File: src/rtl/cpu_pkg.sv
// Shared pipeline constants and types for the p6 core.
package cpu_pkg;

  localparam logic [31:0] RESET_PC  = 32'h0000_3000;
  localparam logic [31:0] NOP_INSTR = 32'h0000_0000;

  typedef struct packed {
    logic [31:0] pc;
    logic [31:0] instr;
  } fetch_pair_t;

endpackage

File: src/rtl/fetch_queue_if.sv
// Fetch-to-decode handshake bundle: fetch side (in_*), decode side (out_*), plus flush.
interface fetch_queue_if;

  logic        in_valid;
  logic [31:0] in_pc;
  logic [31:0] in_instr;
  logic        in_ready;
  logic        out_valid;
  logic [31:0] out_pc;
  logic [31:0] out_pc8;
  logic [31:0] out_instr;
  logic        out_ready;
  logic        flush;

  modport master (
    output in_valid, in_pc, in_instr, out_ready, flush,
    input  in_ready, out_valid, out_pc, out_pc8, out_instr
  );

  modport slave (
    input  in_valid, in_pc, in_instr, out_ready, flush,
    output in_ready, out_valid, out_pc, out_pc8, out_instr
  );

endinterface

File: src/rtl/fetch_queue.sv
// Small circular instruction fetch queue between PC/imem and decode; flush empties it.
module fetch_queue
  import cpu_pkg::*;
#(
  parameter int unsigned DEPTH = 2
) (
  input logic           clk,
  input logic           rst,
  fetch_queue_if.slave  bus
);

  localparam int unsigned PTR_W = $clog2(DEPTH);
  localparam logic [PTR_W:0] COUNT_FULL = DEPTH[PTR_W:0];

  fetch_pair_t      mem_q [DEPTH];
  logic [PTR_W-1:0] wr_ptr_q, rd_ptr_q;
  logic [PTR_W:0]   count_q;

  logic        push, pop;
  logic [31:0] head_pc;

  // Ready depends on registered occupancy only, so no out_ready -> in_ready path.
  assign bus.in_ready  = (count_q != COUNT_FULL);
  assign bus.out_valid = (count_q != '0);

  assign push = bus.in_valid  && bus.in_ready;
  assign pop  = bus.out_valid && bus.out_ready;

  assign head_pc       = bus.out_valid ? mem_q[rd_ptr_q].pc : RESET_PC;
  assign bus.out_pc    = head_pc;
  assign bus.out_pc8   = head_pc + 32'd8;
  assign bus.out_instr = bus.out_valid ? mem_q[rd_ptr_q].instr : NOP_INSTR;

  always_ff @(posedge clk) begin
    if (!rst) begin
      wr_ptr_q <= '0;
      rd_ptr_q <= '0;
      count_q  <= '0;
    end else if (bus.flush) begin
      wr_ptr_q <= '0;
      rd_ptr_q <= '0;
      count_q  <= '0;
    end else begin
      if (push) wr_ptr_q <= wr_ptr_q + 1'b1;
      if (pop)  rd_ptr_q <= rd_ptr_q + 1'b1;
      if (push && !pop)      count_q <= count_q + 1'b1;
      else if (pop && !push) count_q <= count_q - 1'b1;
    end
  end

  // Storage has no reset; contents are only observed while counted as valid.
  always_ff @(posedge clk) begin
    if (rst && !bus.flush && push) begin
      mem_q[wr_ptr_q] <= '{pc: bus.in_pc, instr: bus.in_instr};
    end
  end

endmodule

File: src/flat_wrapper.sv
// flat-port wrapper written by rule: the top's interface ports become plain ports
module fetch_queue_flat import cpu_pkg::*;
#(
  parameter int unsigned DEPTH = 2
)
  (clk, rst, bus_in_valid, bus_in_pc, bus_in_instr, bus_out_ready, bus_flush, bus_in_ready, bus_out_valid, bus_out_pc, bus_out_pc8, bus_out_instr);
  fetch_queue_if bus_i ();
  input logic clk;
  input logic rst;
  input wire logic [$bits(bus_i.in_valid)-1:0] bus_in_valid;
  input wire logic [$bits(bus_i.in_pc)-1:0] bus_in_pc;
  input wire logic [$bits(bus_i.in_instr)-1:0] bus_in_instr;
  input wire logic [$bits(bus_i.out_ready)-1:0] bus_out_ready;
  input wire logic [$bits(bus_i.flush)-1:0] bus_flush;
  output wire logic [$bits(bus_i.in_ready)-1:0] bus_in_ready;
  output wire logic [$bits(bus_i.out_valid)-1:0] bus_out_valid;
  output wire logic [$bits(bus_i.out_pc)-1:0] bus_out_pc;
  output wire logic [$bits(bus_i.out_pc8)-1:0] bus_out_pc8;
  output wire logic [$bits(bus_i.out_instr)-1:0] bus_out_instr;
  assign bus_i.in_valid = bus_in_valid;
  assign bus_i.in_pc = bus_in_pc;
  assign bus_i.in_instr = bus_in_instr;
  assign bus_i.out_ready = bus_out_ready;
  assign bus_i.flush = bus_flush;
  assign bus_in_ready = bus_i.in_ready;
  assign bus_out_valid = bus_i.out_valid;
  assign bus_out_pc = bus_i.out_pc;
  assign bus_out_pc8 = bus_i.out_pc8;
  assign bus_out_instr = bus_i.out_instr;
  fetch_queue #(.DEPTH(DEPTH)) u_core (.clk(clk), .rst(rst), .bus(bus_i));
endmodule
File: config.mk
export PLATFORM = sky130hd
export DESIGN_NAME = fetch_queue_flat
export DESIGN_NICKNAME = d
export VERILOG_FILES = /design/src/rtl/cpu_pkg.sv /design/src/rtl/fetch_queue_if.sv /design/src/rtl/fetch_queue.sv /design/src/flat_wrapper.sv
export SDC_FILE = /design/constraint.sdc
export NUM_CORES = 1
export LEC_CHECK = 0
export CAP_MARGIN = 20
export CELL_PAD_IN_SITES_DETAIL_PLACEMENT = 1
export CELL_PAD_IN_SITES_GLOBAL_PLACEMENT = 1
export CORE_MARGIN = 2
export CORE_UTILIZATION = 30
export DETAILED_ROUTE_END_ITERATION = 7
export MAX_ROUTING_LAYER = met4
export PLACE_DENSITY_LB_ADDON = 0.1
export SETUP_SLACK_MARGIN = 0.1
export SYNTH_ARGS = -nofsm -noshare
export SYNTH_HDL_FRONTEND = slang
export SYNTH_SLANG_ARGS = --single-unit
export TNS_END_PERCENT = 10
File: constraint.sdc
create_clock -name clk -period 6.5 [get_ports clk]
set_input_delay 1.3 -clock clk [delete_from_list [all_inputs] [get_ports clk]]
set_output_delay 1.3 -clock clk [all_outputs]
set_load 0.005 [all_outputs]
; Yosys cells after proc, flatten, opt, wreduce, memory -nomap -nowiden
; Memory sizes are Yosys's and may differ from the RTL's. A register that Yosys moved wholly into a read port is not among the register bits.
; Cells that the tools add are included.
[totals]
register_bits = 4
ramBits = 128
out_inout_bits = 98
wordCells = 31
n_memories = 1
[classes]
add_sub_neg = 5
eq_ne = 1
n_mux = 8
n_bitwise = 1
reduce_logical = 12
[mem_list]
columns = name, words, word_bits, rd, rd_ports_with_merged_regs, write_ports, line
row1 = u_core.mem_q, 2, 64, 1, 1, 1, fetch_queue.sv:15  ; fetch_pair_t mem_q [DEPTH];
[op_table]
columns = operator, count
row1 = two-way mux 32 bit, 2
row2 = adder 32 x 4 -> 32 bit (second input constant), 1
row3 = logical AND 1 bit, 6
row4 = two-way mux 1 bit, 4
row5 = two-way mux 2 bit, 2
row6 = nonzero test 2 bit, 2
row7 = zero test 1 bit, 3
row8 = adder 1 bit (second input constant), 2
row9 = adder 2 x 1 -> 2 bit (second input constant), 1
row10 = != test 2 bit (second input constant), 1
row11 = OR reduction 2 bit, 1
row12 = subtractor 2 x 1 -> 2 bit (second input constant), 1
row13 = NOT 1 bit, 1

; Logic depth before layout (Yosys ltp)
; Gate-level depths: netlist of the first run.
[depth]
depth_word = 6
depth_mapped = 14
depth_no_buf = 9

; Worst setup path after synthesis of the first run
; No wires, ideal clock.
[synth_timing]
path_kind = input to register
startpoint = input port bus_flush
endpoint = memory u_core.mem_q[0][0] (netlist name), enable pin
setup_ps = 578
t_arrival_ps = 6238
required_time_ps = 5922
setup_slack_ps = -316
cell_stages = 2
path_cell_list = nand2b_1 nor3b_1
[synth_between]
elab_chain_cells = 5
[synth_lines]
columns = element, line
row1 = "start, declared", flat_wrapper.sv:14  ; input wire logic [$bits(bus_i.flush)-1:0] bus_flush;
row2 = zero test 1 bit, fetch_queue.sv:53  ; if (rst && !bus.flush && push) begin
row3 = logical AND 1 bit (2 in a row), fetch_queue.sv:53
row4 = two-way mux 1 bit, fetch_queue.sv:53
row5 = two-way mux 1 bit (not written as such), fetch_queue.sv:54  ; mem_q[wr_ptr_q] <= '{pc: bus.in_pc, instr: bus.in_instr};
row6 = "end, declared", fetch_queue.sv:15
; Every way passes these cells.

==> metrics.log, run 1 <==
[metrics] clock input transition at the sequential cells of the worst setup and hold paths: 0.06 ns
[metrics] post-layout instance count excluding filler cells: 850
[metrics] total of buffers placed on input and output ports: 166
[metrics] top flip-flop cell by instance count after synthesis: sky130_fd_sc_hd__edfxtp_1
[metrics] final weighted congestion in routability-driven placement: 0.755
[metrics] count of cells resized by post-cts repair: 0
[metrics] number of endpoints failing setup at the final stage: 0
[metrics] WS Path Type: register to primary output
[metrics] clock buffer count from CTS: 17
[metrics] total power consumption of the routed design: 2.12 mW
[metrics] Critical Path RT: 5.20 ns
[metrics] minimum period implied by the final worst setup slack: 5.26 ns
[metrics] cell area after synthesis: 0.00588 sq mm
[metrics] Power per Cell Area: 255 mW/mm^2
[metrics] die extent in y: 144 um
[metrics] worst hold path type: register to register
[metrics] Slew Viols, Final: 0
[metrics] setup total negative slack: 0 ns
[metrics] first-pass GRT wire length: 22,600 um
[metrics] drt first-iter violations: 204
[metrics] number of buffers inserted by hold repair at cts: 0
[metrics] number of max-cap violations: 0
[metrics] via count of the first global-routing pass: 4,051
[metrics] Cells after DPL: 815
[metrics] cell count of the worst reg-to-reg path: 7
[metrics] layout overhead on the synthesized area: 41.7%
[metrics] Synthesized Nets: 470
[metrics] total wire length: 14,600 um
[metrics] Mean Syn Cell Area: 14.7 sq um
[metrics] clock latency at the later pin of the worst-skew pair: 0.41 ns
[metrics] static power due to leakage: 2.66 nW
[metrics] via density per instance: 4.45
[metrics] placed wire-length estimate: 10,200 um
[metrics] share of async-settable or async-resettable flops after synthesis: 0%
[metrics] fin crit share: 80.8%
[metrics] achievable clock frequency: 190 MHz
[metrics] Syn. warnings: 0
[metrics] largest net degree at the start of global routing: 48
[metrics] worst voltage drop across the vdd grid: 0.179 mV
[metrics] TritonCTS Sinks: 133
[metrics] top cells by area, synth: sky130_fd_sc_hd__edfxtp_1 65%, sky130_fd_sc_hd__mux2i_1 11%, sky130_fd_sc_hd__nor2_1 4.3%
[metrics] residual antenna-violating net count after detailed routing: 0
[metrics] cell count after synthesis: 399
[metrics] worst-path maximum fanout: 43
[metrics] Worst Max-Slew Pin Slew: 0.883 ns
[metrics] leading post-synthesis cells by instance count: 128 x sky130_fd_sc_hd__edfxtp_1, 68 x sky130_fd_sc_hd__nor2_1, 62 x sky130_fd_sc_hd__mux2i_1, 23 x sky130_fd_sc_hd__xor2_1
[metrics] share of the yosys chip area belonging to registers: 67.1%
[metrics] critical hold path startpoint: u_core.rd_ptr_q
[metrics] Layout Nets: 640
[metrics] initial core utilization: 30.4%
[metrics] H-tree Lvls: 4
[metrics] startpoint of the most critical register-to-register path: u_core.count_q[1]
[metrics] total global routing overflow: 0
[metrics] clock skew after layout: 0.00692 ns
[metrics] number of buffers added for setup after CTS: 0
[metrics] number of flops mapped to enable cells by yosys: 128
[metrics] TritonCTS clock tree: done
[metrics] number of distinct library cells after synthesis: 45
[metrics] run status: complete, no violations
[metrics] initial antenna violation count: 3
[metrics] WP data arrival: 3.96 ns
[metrics] cell type with the highest aggregate area in the netlist: sky130_fd_sc_hd__edfxtp_1
[metrics] number of endpoints with negative hold slack in the final report: 0
[metrics] Via Count: 3,779
[metrics] cell at the root of the clock tree: sky130_fd_sc_hd__clkbuf_16
[metrics] type of destination of the critical path: primary output
[metrics] dominant cell by count in the synthesized netlist: sky130_fd_sc_hd__edfxtp_1
[metrics] remaining routing DRC violations: 0
[metrics] aggregate global-route resource usage: 15.1%
[metrics] fraction of synthesized cell area taken by the top area cell type: 65.4%
[metrics] # IOs: 167
[metrics] x dimension of the die: 144 um
[metrics] Avg WL per Cell: 17.2 um
[metrics] max-slew headroom at the worst pin: 41.0%
[metrics] CTS Buffer Depth: 2
[metrics] RSZ-0062 raised after global routing: false
[metrics] number of core rows: 51
[metrics] Worst setup SP type: register
[metrics] area of the core region: 0.0193 sq mm
[metrics] proportion of layout cells with a drive suffix above 1: 9.97%
[metrics] Die Footprint: 0.0207 sq mm
[metrics] length of the first detailed-routing pass in iterations: 4
[metrics] register bit total from synthesis: 133
[metrics] count of cells along the worst hold path: 2
## metrics by stage
step	util, %	area (sq um)	hold WS [ns]	setup slack (ns)
after detailed placement	40.2	7770	0.492	1.66
after floorplan	-	5880	0.472	1.96
after global placement	40.2	7770	0.487	1.77
after global routing	43.1	8320	0.562	0.970
final	43.1	8320	0.505	1.24
after CTS	43.0	8320	0.512	1.17
## power breakdown
part / switching [mW] / internal, mW / leakage [nW]
Sequential: 0.0116 / 0.961 / 1.20
Combinational: 0.121 / 0.154 / 1.21
Clock: 0.352 / 0.522 / 0.248
Total: 0.484 / 1.64 / 2.66
## state kept, by name (all words and copies together), names as in the netlist, named ones only
signal and cells:
u_core.mem_q 128, u_core.rd_ptr_q 1, u_core.count_q 2, u_core.wr_ptr_q 1
## kinds of logic (layout without fill, tap and decap cells)
| group | Yosys count | in the layout | share of synthesized area, % |
|---|---|---|---|
| compound gates | 12 | 12 | 1.94 |
| buf+inv | 25 | 208 | 3.00 |
| fa+ha+maj | 2 | 2 | 0.426 |
| flops | 133 | 133 | 67.1 |
| mux | 64 | 64 | 11.0 |
| other cells | 0 | 3 | 0 |
| simple gates | 133 | 133 | 12.1 |
| xor+xnor | 30 | 30 | 4.47 |
## area by class of cell
| type | instances | area [sq um] |
|---|---|---|
| diodes | 3 | 7.51 |
| clock buffers | 19 | 433 |
| clock inverters | 13 | 111 |
| fillers | 2034 | 11000 |
| inverters | 5 | 18.8 |
| multi-input cells | 241 | 1780 |
| flip-flops and latches | 133 | 3950 |
| well taps | 265 | 332 |
| repair buffers | 171 | 1700 |
## critical path, cell delays in order (launching register included)
cell and delay, ns:
sky130_fd_sc_hd__dfxtp_4 0.82, sky130_fd_sc_hd__mux2i_1 0.22, sky130_fd_sc_hd__or2_2 0.33, sky130_fd_sc_hd__inv_1 0.08
sky130_fd_sc_hd__ha_1 0.23, sky130_fd_sc_hd__o21ai_0 0.15, sky130_fd_sc_hd__a211oi_2 0.33, sky130_fd_sc_hd__nand3_2 0.23
sky130_fd_sc_hd__or3_1 0.48, sky130_fd_sc_hd__xnor2_1 0.15, sky130_fd_sc_hd__clkdlybuf4s50_1 0.51
## placed cells by master, fill, tap and decap left out, types with 2 or more instances in the layout
| cell type | synthesis | final |
|---|---|---|
| sky130_fd_sc_hd__clkbuf_1 | 0 | 2 |
| sky130_fd_sc_hd__a211oi_2 | 3 | 3 |
| sky130_fd_sc_hd__xnor2_1 | 7 | 7 |
| sky130_fd_sc_hd__a211oi_1 | 2 | 2 |
| sky130_fd_sc_hd__nand2b_1 | 2 | 2 |
| sky130_fd_sc_hd__nand3_2 | 2 | 2 |
| sky130_fd_sc_hd__nor3_2 | 2 | 2 |
| sky130_fd_sc_hd__nor4_1 | 5 | 5 |
| sky130_fd_sc_hd__edfxtp_1 | 128 | 128 |
| sky130_fd_sc_hd__a21oi_1 | 2 | 2 |
| sky130_fd_sc_hd__dfxtp_1 | 5 | 4 |
| sky130_fd_sc_hd__inv_1 | 5 | 5 |
| sky130_fd_sc_hd__buf_4 | 3 | 5 |
| sky130_fd_sc_hd__o21ai_0 | 2 | 2 |
| sky130_fd_sc_hd__clkbuf_16 | 0 | 17 |
| sky130_fd_sc_hd__nor3_1 | 6 | 6 |
| sky130_fd_sc_hd__nand3_1 | 10 | 10 |
| sky130_fd_sc_hd__nor2_1 | 68 | 68 |
| sky130_fd_sc_hd__clkinv_2 | 0 | 3 |
| sky130_fd_sc_hd__nand4_2 | 2 | 2 |
| sky130_fd_sc_hd__clkinvlp_4 | 0 | 6 |
| sky130_fd_sc_hd__nand3b_1 | 6 | 6 |
| sky130_fd_sc_hd__or3_1 | 2 | 2 |
| sky130_fd_sc_hd__clkinv_4 | 0 | 2 |
| sky130_fd_sc_hd__ha_1 | 2 | 2 |
| sky130_fd_sc_hd__diode_2 | 0 | 3 |
| sky130_fd_sc_hd__xor2_1 | 23 | 23 |
| sky130_fd_sc_hd__nand2_1 | 11 | 11 |
| sky130_fd_sc_hd__mux2i_1 | 62 | 62 |
| sky130_fd_sc_hd__clkdlybuf4s50_1 | 0 | 166 |
| sky130_fd_sc_hd__nor4_2 | 3 | 3 |
## final timing paths
kind | endpoint | slack, ns
max | bus_out_pc8[25] | 1.24
min | u_core.rd_ptr_q | 0.50
max reg2reg | u_core.count_q[1] | 3.66
min reg2reg | u_core.rd_ptr_q | 0.50
## per-layer routing
layer / routed length (um) / vias to the layer above / track usage (%) / share of wire, %
met1: 6760 / 1828 / 18.9 / 46
met3: 845 / 18 / 4.37 / 5.8
met4: 194 / 0 / 5.73 / 1.3
met2: 6830 / 114 / 23.3 / 47
met5: 0 / - / - / 0
li1: - / 1819 / - / -
(Power assumes the default switching activity.)
==> run 2: changes to the inputs <==
==> constraint.sdc (replaced) <==
create_clock -name clk -period 5.3 [get_ports clk]
set_input_delay 1.06 -clock clk [delete_from_list [all_inputs] [get_ports clk]]
set_output_delay 1.06 -clock clk [all_outputs]
set_load 0.005 [all_outputs]
==> metrics.log, run 2 (same netlist as run 1, synthesis figures left out) <==
[metrics] proportion of layout cells with a drive suffix above 1: 10.8%
[metrics] Reg with most FFs: u_core.mem_q
[metrics] WP data arrival: 3.62 ns
[metrics] final weighted congestion in routability-driven placement: 0.754
[metrics] number of endpoints failing setup at the final stage: 0
[metrics] x dimension of the die: 144 um
[metrics] internal power consumption: 2.07 mW
[metrics] number of max-cap violations: 0
[metrics] achievable clock frequency: 213 MHz
[metrics] Critical Path RT: 4.24 ns
[metrics] clock skew after layout: 0.0120 ns
[metrics] RSZ-0062 raised after global routing: false
[metrics] number of endpoints with negative hold slack in the final report: 0
[metrics] aggregate global-route resource usage: 15.2%
[metrics] clock network power share: 43.5%
[metrics] Sw Pwr: 0.635 mW
[metrics] count of cells resized by post-cts repair: 0
[metrics] Worst Max-Slew Pin Slew: 0.921 ns
[metrics] via density per instance: 4.46
[metrics] CTS Buffer Depth: 2
[metrics] Power per Cell Area: 323 mW/mm^2
[metrics] number of flip-flops in the largest register: 128
[metrics] number of core rows: 51
[metrics] worst voltage drop across the vdd grid: 0.206 mV
[metrics] first-pass GRT wire length: 22,600 um
[metrics] fin crit share: 88.4%
[metrics] Avg WL per Cell: 17.3 um
[metrics] number of buffers inserted by hold repair at cts: 0
[metrics] most common cell after layout, fill and taps aside: sky130_fd_sc_hd__clkdlybuf4s50_1
[metrics] total global routing overflow: 0
[metrics] clock buffer count from CTS: 17
[metrics] H-tree Lvls: 4
[metrics] remaining routing DRC violations: 0
[metrics] fraction of power spent switching nets: 23.5%
[metrics] via count of the first global-routing pass: 4,039
[metrics] most used cells in the layout excluding fill and tap cells: 166 x sky130_fd_sc_hd__clkdlybuf4s50_1, 128 x sky130_fd_sc_hd__edfxtp_1, 68 x sky130_fd_sc_hd__nor2_1, 62 x sky130_fd_sc_hd__mux2i_1, 23 x sky130_fd_sc_hd__xor2_1
[metrics] setup total negative slack: 0 ns
[metrics] clock latency at the later pin of the worst-skew pair: 0.42 ns
[metrics] Die Footprint: 0.0207 sq mm
[metrics] largest net degree at the start of global routing: 49
[metrics] Slew Viols, Final: 0
[metrics] worst-path maximum fanout: 38
[metrics] run status: complete, no violations
[metrics] placed wire-length estimate: 10,500 um
[metrics] combinational fraction of design power: 12.7%
[metrics] worst hold path type: register to register
[metrics] layout overhead on the synthesized area: 42.7%
[metrics] Cells after DPL: 817
[metrics] # IOs: 167
[metrics] static power due to leakage: 2.70 nW
[metrics] TritonCTS Sinks: 133
[metrics] Layout Nets: 642
[metrics] residual antenna-violating net count after detailed routing: 0
[metrics] total wire length: 14,800 um
[metrics] length of the first detailed-routing pass in iterations: 4
[metrics] top flop regs: u_core.mem_q x128, u_core.count_q x2
[metrics] post-layout instance count excluding filler cells: 851
[metrics] minimum period implied by the final worst setup slack: 4.68 ns
[metrics] Via Count: 3,795
[metrics] drt first-iter violations: 117
[metrics] total power consumption of the routed design: 2.71 mW
[metrics] initial core utilization: 30.4%
[metrics] sequential cell fraction of total power: 43.9%
[metrics] initial antenna violation count: 2
[metrics] max-slew headroom at the worst pin: 38.5%
[metrics] type of destination of the critical path: primary output
[metrics] Worst setup SP type: register
[metrics] number of buffers added for setup after CTS: 0
[metrics] total of buffers placed on input and output ports: 166
[metrics] die extent in y: 144 um
[metrics] WS Path Type: register to primary output
[metrics] TritonCTS clock tree: done
[metrics] area of the core region: 0.0193 sq mm
[metrics] cell at the root of the clock tree: sky130_fd_sc_hd__clkbuf_16
[metrics] clock input transition at the sequential cells of the worst setup and hold paths: 0.06 ns
[metrics] fill cell total of the finished layout: 2,004
==> run 2: critical path, stage by stage, from the launching register on <==
cell and delay, ns:
sky130_fd_sc_hd__dfxtp_1 0.45, sky130_fd_sc_hd__nor2_4 0.21, sky130_fd_sc_hd__or2_2 0.36, sky130_fd_sc_hd__inv_1 0.08
sky130_fd_sc_hd__ha_1 0.22, sky130_fd_sc_hd__o21ai_0 0.13, sky130_fd_sc_hd__a211oi_2 0.39, sky130_fd_sc_hd__nand3_2 0.24
sky130_fd_sc_hd__or3_1 0.48, sky130_fd_sc_hd__xnor2_1 0.15, sky130_fd_sc_hd__clkdlybuf4s50_1 0.51
==> run 2: stage by stage <==
step	setup WS, ns	util, %	area [sq um]	hold slack [ns]
finish	0.615	43.4	8390	0.517
global route	0.327	43.4	8390	0.576
CTS	0.582	43.4	8380	0.522
detailed placement	1.03	40.3	7790	0.500
global placement	1.07	40.3	7790	0.485
floorplan	0.997	-	5880	0.472
==> run 2: final timing paths <==
check,startpoint,endpoint,slack (ns),cells past startpoint
worst max-delay path,u_core.count_q[0],bus_out_pc8[25],0.62,10
worst min-delay path,u_core.rd_ptr_q,register,0.52,2
worst max register to register,u_core.count_q[1],u_core.count_q[1],2.75,7
worst min register to register,u_core.rd_ptr_q,register,0.52,2
==> run 2: power by group through the flow <==
stage	sequential (mW)	clock [mW]	combinational, mW
detailed placement	1.21	0	0.349
finish	1.19	1.18	0.343
global placement	1.21	0	0.346
global route	1.19	1.25	0.375
CTS	1.19	1.21	0.351
floorplan	1.21	0	0.140
==> run 2: cell type report <==
cell class,instances,area (sq um),share of cell area [%]
Tap cell,265,332,3.95
Sequential cell,133,3950,47.1
Multi-Input combinational cell,241,1780,21.2
Timing Repair Buffer,173,1710,20.4
Inverter,5,18.8,0.224
Clock inverter,15,169,2.01
Antenna cell,2,5.00,0.0597
Clock buffer,17,425,5.07
==> run 2: routing by layer <==
metal | vias up | wire length, um | global-route usage [%]
met4 | 0 | 174 | 4.95
met1 | 1836 | 6590 | 18.8
met2 | 116 | 7040 | 24.0
li1 | 1828 | - | -
met3 | 15 | 942 | 4.57
met5 | - | 0 | -
